`src/rtl/darksoc_rstseq.sv`:
```
// Reset sequencer: stretches XRES, then releases NCH reset channels in order, STAGGER cycles apart.
// Re-runs the sequence on soft-reset request or watchdog timeout and reports the last reset cause.
module darksoc_rstseq #(
    parameter int NCH         = 3,
    parameter int HOLD_CYCLES = 4,
    parameter int STAGGER     = 2,
    parameter int WDT_LIMIT   = 1024
) (
    input  logic           XCLK,
    input  logic           XRES,
    input  logic           SWRST_REQ,
    input  logic           WDT_EN,
    input  logic           WDT_KICK,
    output logic [NCH-1:0] RST_OUT,
    output logic           READY,
    output logic [1:0]     CAUSE
);

    localparam int LAST = HOLD_CYCLES + (NCH - 1) * STAGGER;
    localparam int SW   = $clog2(LAST + 2);
    localparam int WW   = (WDT_LIMIT > 1) ? $clog2(WDT_LIMIT) : 1;

    localparam logic [SW-1:0] SEQ_MAX  = SW'(LAST + 1);
    localparam logic [WW-1:0] WDT_LAST = WW'((WDT_LIMIT > 0) ? WDT_LIMIT - 1 : 0);

    localparam logic [1:0] CAUSE_XRES = 2'b00;
    localparam logic [1:0] CAUSE_SOFT = 2'b01;
    localparam logic [1:0] CAUSE_WDT  = 2'b10;

    typedef enum logic [1:0] {
        ST_ASSERT  = 2'd0,
        ST_RELEASE = 2'd1,
        ST_RUN     = 2'd2
    } state_t;

    state_t         state_q, state_d;
    logic [SW-1:0]  seq_q, seq_d;
    logic [WW-1:0]  wdt_q, wdt_d;
    logic [NCH-1:0] rst_q, rst_d;
    logic           ready_q, ready_d;
    logic [1:0]     cause_q, cause_d;
    logic           wdt_active;
    logic           wdt_timeout;

    always_ff @(posedge XCLK) begin
        if (XRES) begin
            state_q <= ST_ASSERT;
            seq_q   <= '0;
            wdt_q   <= '0;
            rst_q   <= '1;
            ready_q <= 1'b0;
            cause_q <= CAUSE_XRES;
        end else begin
            state_q <= state_d;
            seq_q   <= seq_d;
            wdt_q   <= wdt_d;
            rst_q   <= rst_d;
            ready_q <= ready_d;
            cause_q <= cause_d;
        end
    end

    always_comb begin
        state_d     = state_q;
        seq_d       = seq_q;
        wdt_d       = '0;
        rst_d       = rst_q;
        ready_d     = ready_q;
        cause_d     = cause_q;
        wdt_active  = (WDT_LIMIT != 0) && WDT_EN && (state_q == ST_RUN);
        // A kick on the timeout edge wins over the timeout.
        wdt_timeout = wdt_active && !WDT_KICK && (wdt_q == WDT_LAST);

        if (SWRST_REQ || wdt_timeout) begin
            state_d = ST_ASSERT;
            seq_d   = '0;
            rst_d   = '1;
            ready_d = 1'b0;
            cause_d = SWRST_REQ ? CAUSE_SOFT : CAUSE_WDT;
        end else begin
            seq_d = (seq_q == SEQ_MAX) ? seq_q : seq_q + 1'b1;
            for (int k = 0; k < NCH; k++) begin
                rst_d[k] = int'(seq_d) < (HOLD_CYCLES + k * STAGGER);
            end
            ready_d = (seq_d == SEQ_MAX);
            if (ready_d) begin
                state_d = ST_RUN;
            end else if (int'(seq_d) < HOLD_CYCLES) begin
                state_d = ST_ASSERT;
            end else begin
                state_d = ST_RELEASE;
            end
            wdt_d = (wdt_active && !WDT_KICK) ? wdt_q + 1'b1 : '0;
        end
    end

    assign RST_OUT = rst_q;
    assign READY   = ready_q;
    assign CAUSE   = cause_q;

endmodule

```
`config.mk`:
```
export PLATFORM = sky130hd
export DESIGN_NAME = darksoc_rstseq
export DESIGN_NICKNAME = d
export VERILOG_FILES = /design/src/rtl/darksoc_rstseq.sv
export SDC_FILE = /design/constraint.sdc
export NUM_CORES = 1
export LEC_CHECK = 0
export ABC_AREA = 1
export CAP_MARGIN = 15
export CORE_MARGIN = 4
export CORE_UTILIZATION = 42
export CTS_CLUSTER_SIZE = 28
export DETAILED_ROUTE_END_ITERATION = 8
export PLACE_DENSITY = 0.75
export SLEW_MARGIN = 40
export SYNTH_ARGS = -nofsm -noshare
export SYNTH_HDL_FRONTEND = slang
export SYNTH_SLANG_ARGS = --single-unit
```
`constraint.sdc`:
```
create_clock -name XCLK -period 1.5 [get_ports XCLK]
set_clock_uncertainty 0.05 [all_clocks]
set_input_delay 0.3 -clock XCLK [delete_from_list [all_inputs] [get_ports XCLK]]
set_output_delay 0.3 -clock XCLK [all_outputs]
set_load 0.1 [all_outputs]
```
# After elaboration in Yosys (flattened, before gate mapping)
# Cells that the tools add are included.
dict set report word_totals {
  out_inout_bits 6
  register_bits 22
  elab_cells 29
}
dict set report op_classes {
  n_eq_ne 4
  bitwise 1
  add_sub_neg 2
  reduce_logical 8
  order_cmp 3
  muxes 4
}
# op count
set ops {}
lappend ops {{$add A10 B1 Y10 const B} 1}
lappend ops {{$eq A10 B10 Y1 const B} 1}
lappend ops {{$eq A4 B4 Y1 const B} 2}
lappend ops {{$lt A4 B3 Y1 const B} 2}
lappend ops {{$reduce_or A3 Y1} 2}
lappend ops {{$add A4 B1 Y4 const B} 1}
lappend ops {{$lt A4 B4 Y1 const B} 1}
lappend ops {{$mux W2} 2}
lappend ops {{$mux W4} 1}
lappend ops {{$logic_and A1 B1 Y1} 3}
lappend ops {{$eq A2 B2 Y1 const B} 1}
lappend ops {{$reduce_or A2 Y1} 1}
lappend ops {{$logic_not A1 Y1} 1}
lappend ops {{$logic_or A1 B1 Y1} 1}
lappend ops {{$mux W1} 1}
lappend ops {{$not A1 Y1} 1}

# Depth between registers and ports, before layout
dict set report depth {
  ltp_word 6
  depth_mapped 10
  depth_no_buf 10
}

# Least setup slack after synthesis
# Ideal clock, no wire load.
dict set report synth_timing {
  kind {reg-to-reg}
  startpoint {register state_q[1]}
  endpoint {register wdt_q[0]}
  path_buffers 0
  arrival_ns 1.595
  period_less_slack_ns 1.763
  path_slack_ns -0.263
  required_time_ns 1.331
  path_stages_with_launch 8
  cell_sequence {dfxtp_1 nand2_1 inv_1 nand2_1 nor2_1 nand2_4 nand3b_4 nor2_1}
}
dict set report synth_between {
  elab_chain_cells 6
}
# item line
set synth_lines {}
lappend synth_lines {{start: declaration} 36} ;# state_t state_q, state_d;
lappend synth_lines {{start signal: assignment} 54} ;# state_q <= state_d;
lappend synth_lines {{$eq A2 B2 Y1 *} 70} ;# wdt_active = (WDT_LIMIT != 0) && WDT_EN && (state_q == ST_RUN);
lappend synth_lines {{$logic_and A1 B1 Y1 *} 70}
lappend synth_lines {{$logic_and A1 B1 Y1 *} {72, 93}}
lappend synth_lines {{$logic_and A1 B1 Y1} 72} ;# wdt_timeout = wdt_active && !WDT_KICK && (wdt_q == WDT_LAST);
lappend synth_lines {{$logic_or A1 B1 Y1} 74} ;# if (SWRST_REQ || wdt_timeout) begin
lappend synth_lines {{$reduce_or A3 Y1 (no source line) *} n/a}
lappend synth_lines {{end signal: assignment} 56} ;# wdt_q <= wdt_d;
lappend synth_lines {{end: declaration} 38} ;# logic [WW-1:0] wdt_q, wdt_d;
# Every way passes the cells marked *; elsewhere a longest branch is shown, timed or not.
# A chain may end at the register's enable or synchronous reset.

# Worst setup path after layout
dict set report layout_timing {
  startpoint {register wdt_q[1]}
  endpoint {register wdt_q[2]}
}
dict set report layout_between {
  elab_chain_cells 4
}
# item
set layout_lines {}
lappend layout_lines {{branches (longest 4 deep; another with $add A10 B1 Y10)}}
# Several ways; the timed one is not identified.

==> impl_results.html <==
<table>
<tr><th>Metric</th><th>Value</th></tr>
<tr><th colspan="2">Outcome</th></tr>
<tr><td>Result of the run</td><td>complete, no violations</td></tr>
<tr><th colspan="2">Route</th></tr>
<tr><td>Number of search-and-repair iterations in the first detailed-routing pass</td><td>4</td></tr>
<tr><td>Violation count after the first detailed-routing iteration</td><td>20</td></tr>
<tr><td>Routed Wire Length</td><td>1750 um</td></tr>
<tr><td>Post-route DRC violation count</td><td>0</td></tr>
<tr><td>Final routed wire length divided by cell count</td><td>9.82 um</td></tr>
<tr><td>Ratio of routed vias to standard cells</td><td>4.61</td></tr>
<tr><td>Antenna Nets Post-Route</td><td>0</td></tr>
<tr><td>Detailed-route via count</td><td>821</td></tr>
<tr><th colspan="2">Pwr</th></tr>
<tr><td>Leakage power figure</td><td>0.516 nW</td></tr>
<tr><td>Power, Total</td><td>896 uW</td></tr>
<tr><td>Worst VDD drop</td><td>0.000553 V</td></tr>
<tr><td>Power density cells</td><td>729 mW/mm^2</td></tr>
<tr><th colspan="2">Finish</th></tr>
<tr><td>Sequential cell area</td><td>424 um^2</td></tr>
<tr><td>Share of the core filled with cells</td><td>55.5%</td></tr>
<tr><td>Fraction of layout instances using a drive strength above 1</td><td>18.7%</td></tr>
<tr><td>Filler Cell Count</td><td>213</td></tr>
<tr><td>Final nets</td><td>159</td></tr>
<tr><td>Inserted Diodes</td><td>0</td></tr>
<tr><td>Layout-stage area growth over the synthesis result</td><td>25.9%</td></tr>
<tr><td>Highest-count cells in the layout ignoring fill and taps</td><td>38 x sky130_fd_sc_hd__nand2_1, 20 x sky130_fd_sc_hd__nor2_1, 19 x sky130_fd_sc_hd__inv_1</td></tr>
<tr><td>Combined area of the multi-input logic cells</td><td>485 um^2</td></tr>
<tr><td>Most frequent standard cell in the layout excluding fill and tap cells</td><td>sky130_fd_sc_hd__nand2_1</td></tr>
<tr><th colspan="2">Synth</th></tr>
<tr><td>Top cells by area, synth</td><td>sky130_fd_sc_hd__dfxtp_1 43%, sky130_fd_sc_hd__nand2_1 15%, sky130_fd_sc_hd__nor2_1 8.1%, sky130_fd_sc_hd__inv_1 7.3%, sky130_fd_sc_hd__nand3_1 4.6%</td></tr>
<tr><td>Number of distinct library cell variants in the gate-level netlist after synthesis</td><td>19</td></tr>
<tr><td>Mean post-synth cell area</td><td>7.34 um^2</td></tr>
<tr><td>Post-synth top area share</td><td>43.1%</td></tr>
<tr><td>Post-synthesis cell area</td><td>976 um^2</td></tr>
<tr><td>Synthesized netlist net count</td><td>141</td></tr>
<tr><td>Post-synthesis sequential area ratio</td><td>43.1%</td></tr>
<tr><td>Top cell type by total area after synthesis</td><td>sky130_fd_sc_hd__dfxtp_1</td></tr>
<tr><td>Mapped Cells</td><td>133</td></tr>
<tr><td>Flop and latch count out of synthesis</td><td>21</td></tr>
<tr><td>Count of yosys warnings during synthesis</td><td>0</td></tr>
<tr><th colspan="2">Placed design</th></tr>
<tr><td>Routability-driven placement congestion ratio</td><td>0.790</td></tr>
<tr><td>Port-buffer cells</td><td>10</td></tr>
<tr><td>Post-DP HPWL</td><td>1380 um</td></tr>
<tr><th colspan="2">Global routing</th></tr>
<tr><td>Via count of the first global-routing pass</td><td>812</td></tr>
<tr><td>Remaining global-route overflow</td><td>0</td></tr>
<tr><td>Antenna violations before repair</td><td>0</td></tr>
<tr><td>First-pass GRT wire length</td><td>3170 um</td></tr>
<tr><td>Maximum number of pins on one net before global-route repair</td><td>12</td></tr>
<tr><td>GRT Util Overall</td><td>12.4%</td></tr>
<tr><th colspan="2">STA</th></tr>
<tr><td>Timing-limited maximum frequency</td><td>0.733 GHz</td></tr>
<tr><td>Least-Margin Pin Slew</td><td>226 ps</td></tr>
<tr><td>Final setup vio count</td><td>0</td></tr>
<tr><td>Final period utilization</td><td>91.0%</td></tr>
<tr><td>Post-Route Setup TNS</td><td>0 ps</td></tr>
<tr><td>RSZ-0062 raised after global routing</td><td>no</td></tr>
<tr><td>Minimum clock period</td><td>1360 ps</td></tr>
<tr><td>Rel. slew slack</td><td>84.9%</td></tr>
<tr><td>Number of hold violations in the final report</td><td>0</td></tr>
<tr><td>Final slew viol count</td><td>0</td></tr>
<tr><th colspan="2">Setup path</th></tr>
<tr><td>Beginning of the critical path</td><td>wdt_q[1]</td></tr>
<tr><td>Slowest cell on crit path</td><td>sky130_fd_sc_hd__dfxtp_1</td></tr>
<tr><td>Sequence of cells on the critical path</td><td>ha_2, nand3_2, nor2_4, nand2_4, nand3b_4, nor2_1</td></tr>
<tr><td>Launching point of the worst reg2reg path</td><td>wdt_q[1]</td></tr>
<tr><td>Endpoint arrival time on the critical path</td><td>1510 ps</td></tr>
<tr><td>Flop-to-flop setup slack</td><td>140 ps</td></tr>
<tr><td>Delay of the slowest cell on the worst path</td><td>380 ps</td></tr>
<tr><td>Worst-path maximum fanout</td><td>10</td></tr>
<tr><td>Crit path kind</td><td>flip-flop to flip-flop</td></tr>
<tr><td>Crit path launch type</td><td>flip-flop</td></tr>
<tr><td>Worst EP required</td><td>1640 ps</td></tr>
<tr><td>Type of element capturing the critical path</td><td>flip-flop</td></tr>
<tr><th colspan="2">Die</th></tr>
<tr><td>Die area</td><td>0.00316 mm^2</td></tr>
<tr><td>Row Count</td><td>17</td></tr>
<tr><td>Chip Width</td><td>56.2 um</td></tr>
<tr><td>Effective utilization at floorplan</td><td>44.1%</td></tr>
<tr><td>Total I/O pin count</td><td>11</td></tr>
<tr><td>Standard cell core area</td><td>0.00221 mm^2</td></tr>
<tr><td>Y dimension of the die</td><td>56.2 um</td></tr>
<tr><th colspan="2">Clock tree</th></tr>
<tr><td>Num CTS Buffers</td><td>3</td></tr>
<tr><td>Clock input transition at the sequential cells of the worst setup and hold paths</td><td>110 ps</td></tr>
<tr><td>Bufs on Longest Clock Path</td><td>2</td></tr>
<tr><td>TritonCTS clock tree</td><td>built</td></tr>
<tr><td>Total number of H-tree levels</td><td>1</td></tr>
<tr><td>Worst-Skew Late Latency</td><td>300 ps</td></tr>
<tr><td>TritonCTS Sinks</td><td>21</td></tr>
<tr><td>Clock tree root driver cell</td><td>sky130_fd_sc_hd__clkbuf_4</td></tr>
<tr><td>Hold buffers post-CTS</td><td>0</td></tr>
<tr><td># Post-CTS Setup Buffers</td><td>0</td></tr>
<tr><th colspan="2">Job</th></tr>
<tr><td>Max-capacitance violation count</td><td>0</td></tr>
<tr><th colspan="2">Worst hold path</th></tr>
<tr><td>Startpoint of the most critical hold path</td><td>CAUSE[1]</td></tr>
<tr><td>Worst hold-check path type</td><td>flip-flop to flip-flop</td></tr>
</table>
-- path summary, 6_finish.rpt --
path,to,depth (start not counted)
hold / removal,CAUSE[1],2
setup reg to reg,wdt_q[2],6
setup / recovery,wdt_q[2],6
hold reg to reg,CAUSE[1],2
-- critical path: cells and delay by family (launching register included) --
kind	cells	cell delay [ps]
and+or+nand+nor	5	600
DFF	1	380
adders and majority gates	1	220
-- layer usage --
layer	up-vias	global-route usage, %	share of wire [%]
met4	0	3.05	1.4
met2	15	22.5	52
met1	362	13.0	42
li1	439	-	-
met5	-	0	0
met3	5	5.10	4.5
-- through the flow --
step / instance area, um^2 / hold WS, ps / instances / setup WS, ps
after floorplan: 977 / 319 / 133 / 48.2
after global placement: 1190 / 434 / 174 / -44.9
after detailed placement: 1190 / 437 / 174 / -71.2
after CTS: 1220 / 455 / 178 / 37.3
after global routing: 1230 / 502 / 178 / 7.98
final: 1230 / 449 / 178 / 135
-- synthesized netlist by cell type --
cell type                   n
sky130_fd_sc_hd__nand2_4    2
sky130_fd_sc_hd__nor2_1    21
sky130_fd_sc_hd__nand2_1   38
sky130_fd_sc_hd__a21boi_1   1
sky130_fd_sc_hd__inv_1     19
sky130_fd_sc_hd__nand3b_4   1
sky130_fd_sc_hd__nand4_1    2
sky130_fd_sc_hd__nand3_2    2
sky130_fd_sc_hd__xnor2_1    2
sky130_fd_sc_hd__ha_1       3
sky130_fd_sc_hd__a21oi_1    1
sky130_fd_sc_hd__dfxtp_1   21
sky130_fd_sc_hd__o21bai_1   1
sky130_fd_sc_hd__o21ai_0    2
sky130_fd_sc_hd__nor2_2     4
sky130_fd_sc_hd__nand3_1    9
sky130_fd_sc_hd__nor2_4     1
sky130_fd_sc_hd__xor2_1     2
sky130_fd_sc_hd__inv_2      1
-- state kept, by name, indices dropped and copies added (netlist names) --
name     cells
wdt_q       10
RST_OUT      3
state_q      2
CAUSE        2
seq_q        4
-- kinds of logic (layout without fill, tap and decap cells) --
kind of cell | Yosys count | count (layout) | synth area share [%]
DFF | 21 | 21 | 43.1
adders and majority gates | 3 | 3 | 3.85
buffers and inverters | 20 | 37 | 7.69
and+or+nand+nor | 80 | 80 | 38.7
AOI/OAI and AO/OA | 5 | 5 | 3.08
xor gates and xnor gates | 4 | 4 | 3.59
-- final cells by class --
cell class	count	area share [%]
multi-input cells	92	39.5
flip-flops and latches	21	34.5
repair buffers	13	14.9
inverters	20	6.11
well taps	28	2.85
clock buffers	4	2.14
-- timing repair --
action | 4_1_cts | 5_1_grt
resized for setup | 0 | 4
endpoints found under the setup margin | 0 | 8
endpoints found under the hold margin | 0 | 0
-- report_power, final --
group	leakage, nW	internal (mW)	switching [mW]	total (mW)
registers	0.171	0.563	0.00618	0.569
clock network	0.0150	0.104	0.159	0.262
logic	0.330	0.0280	0.0364	0.0644
(Power assumes the default switching activity.)
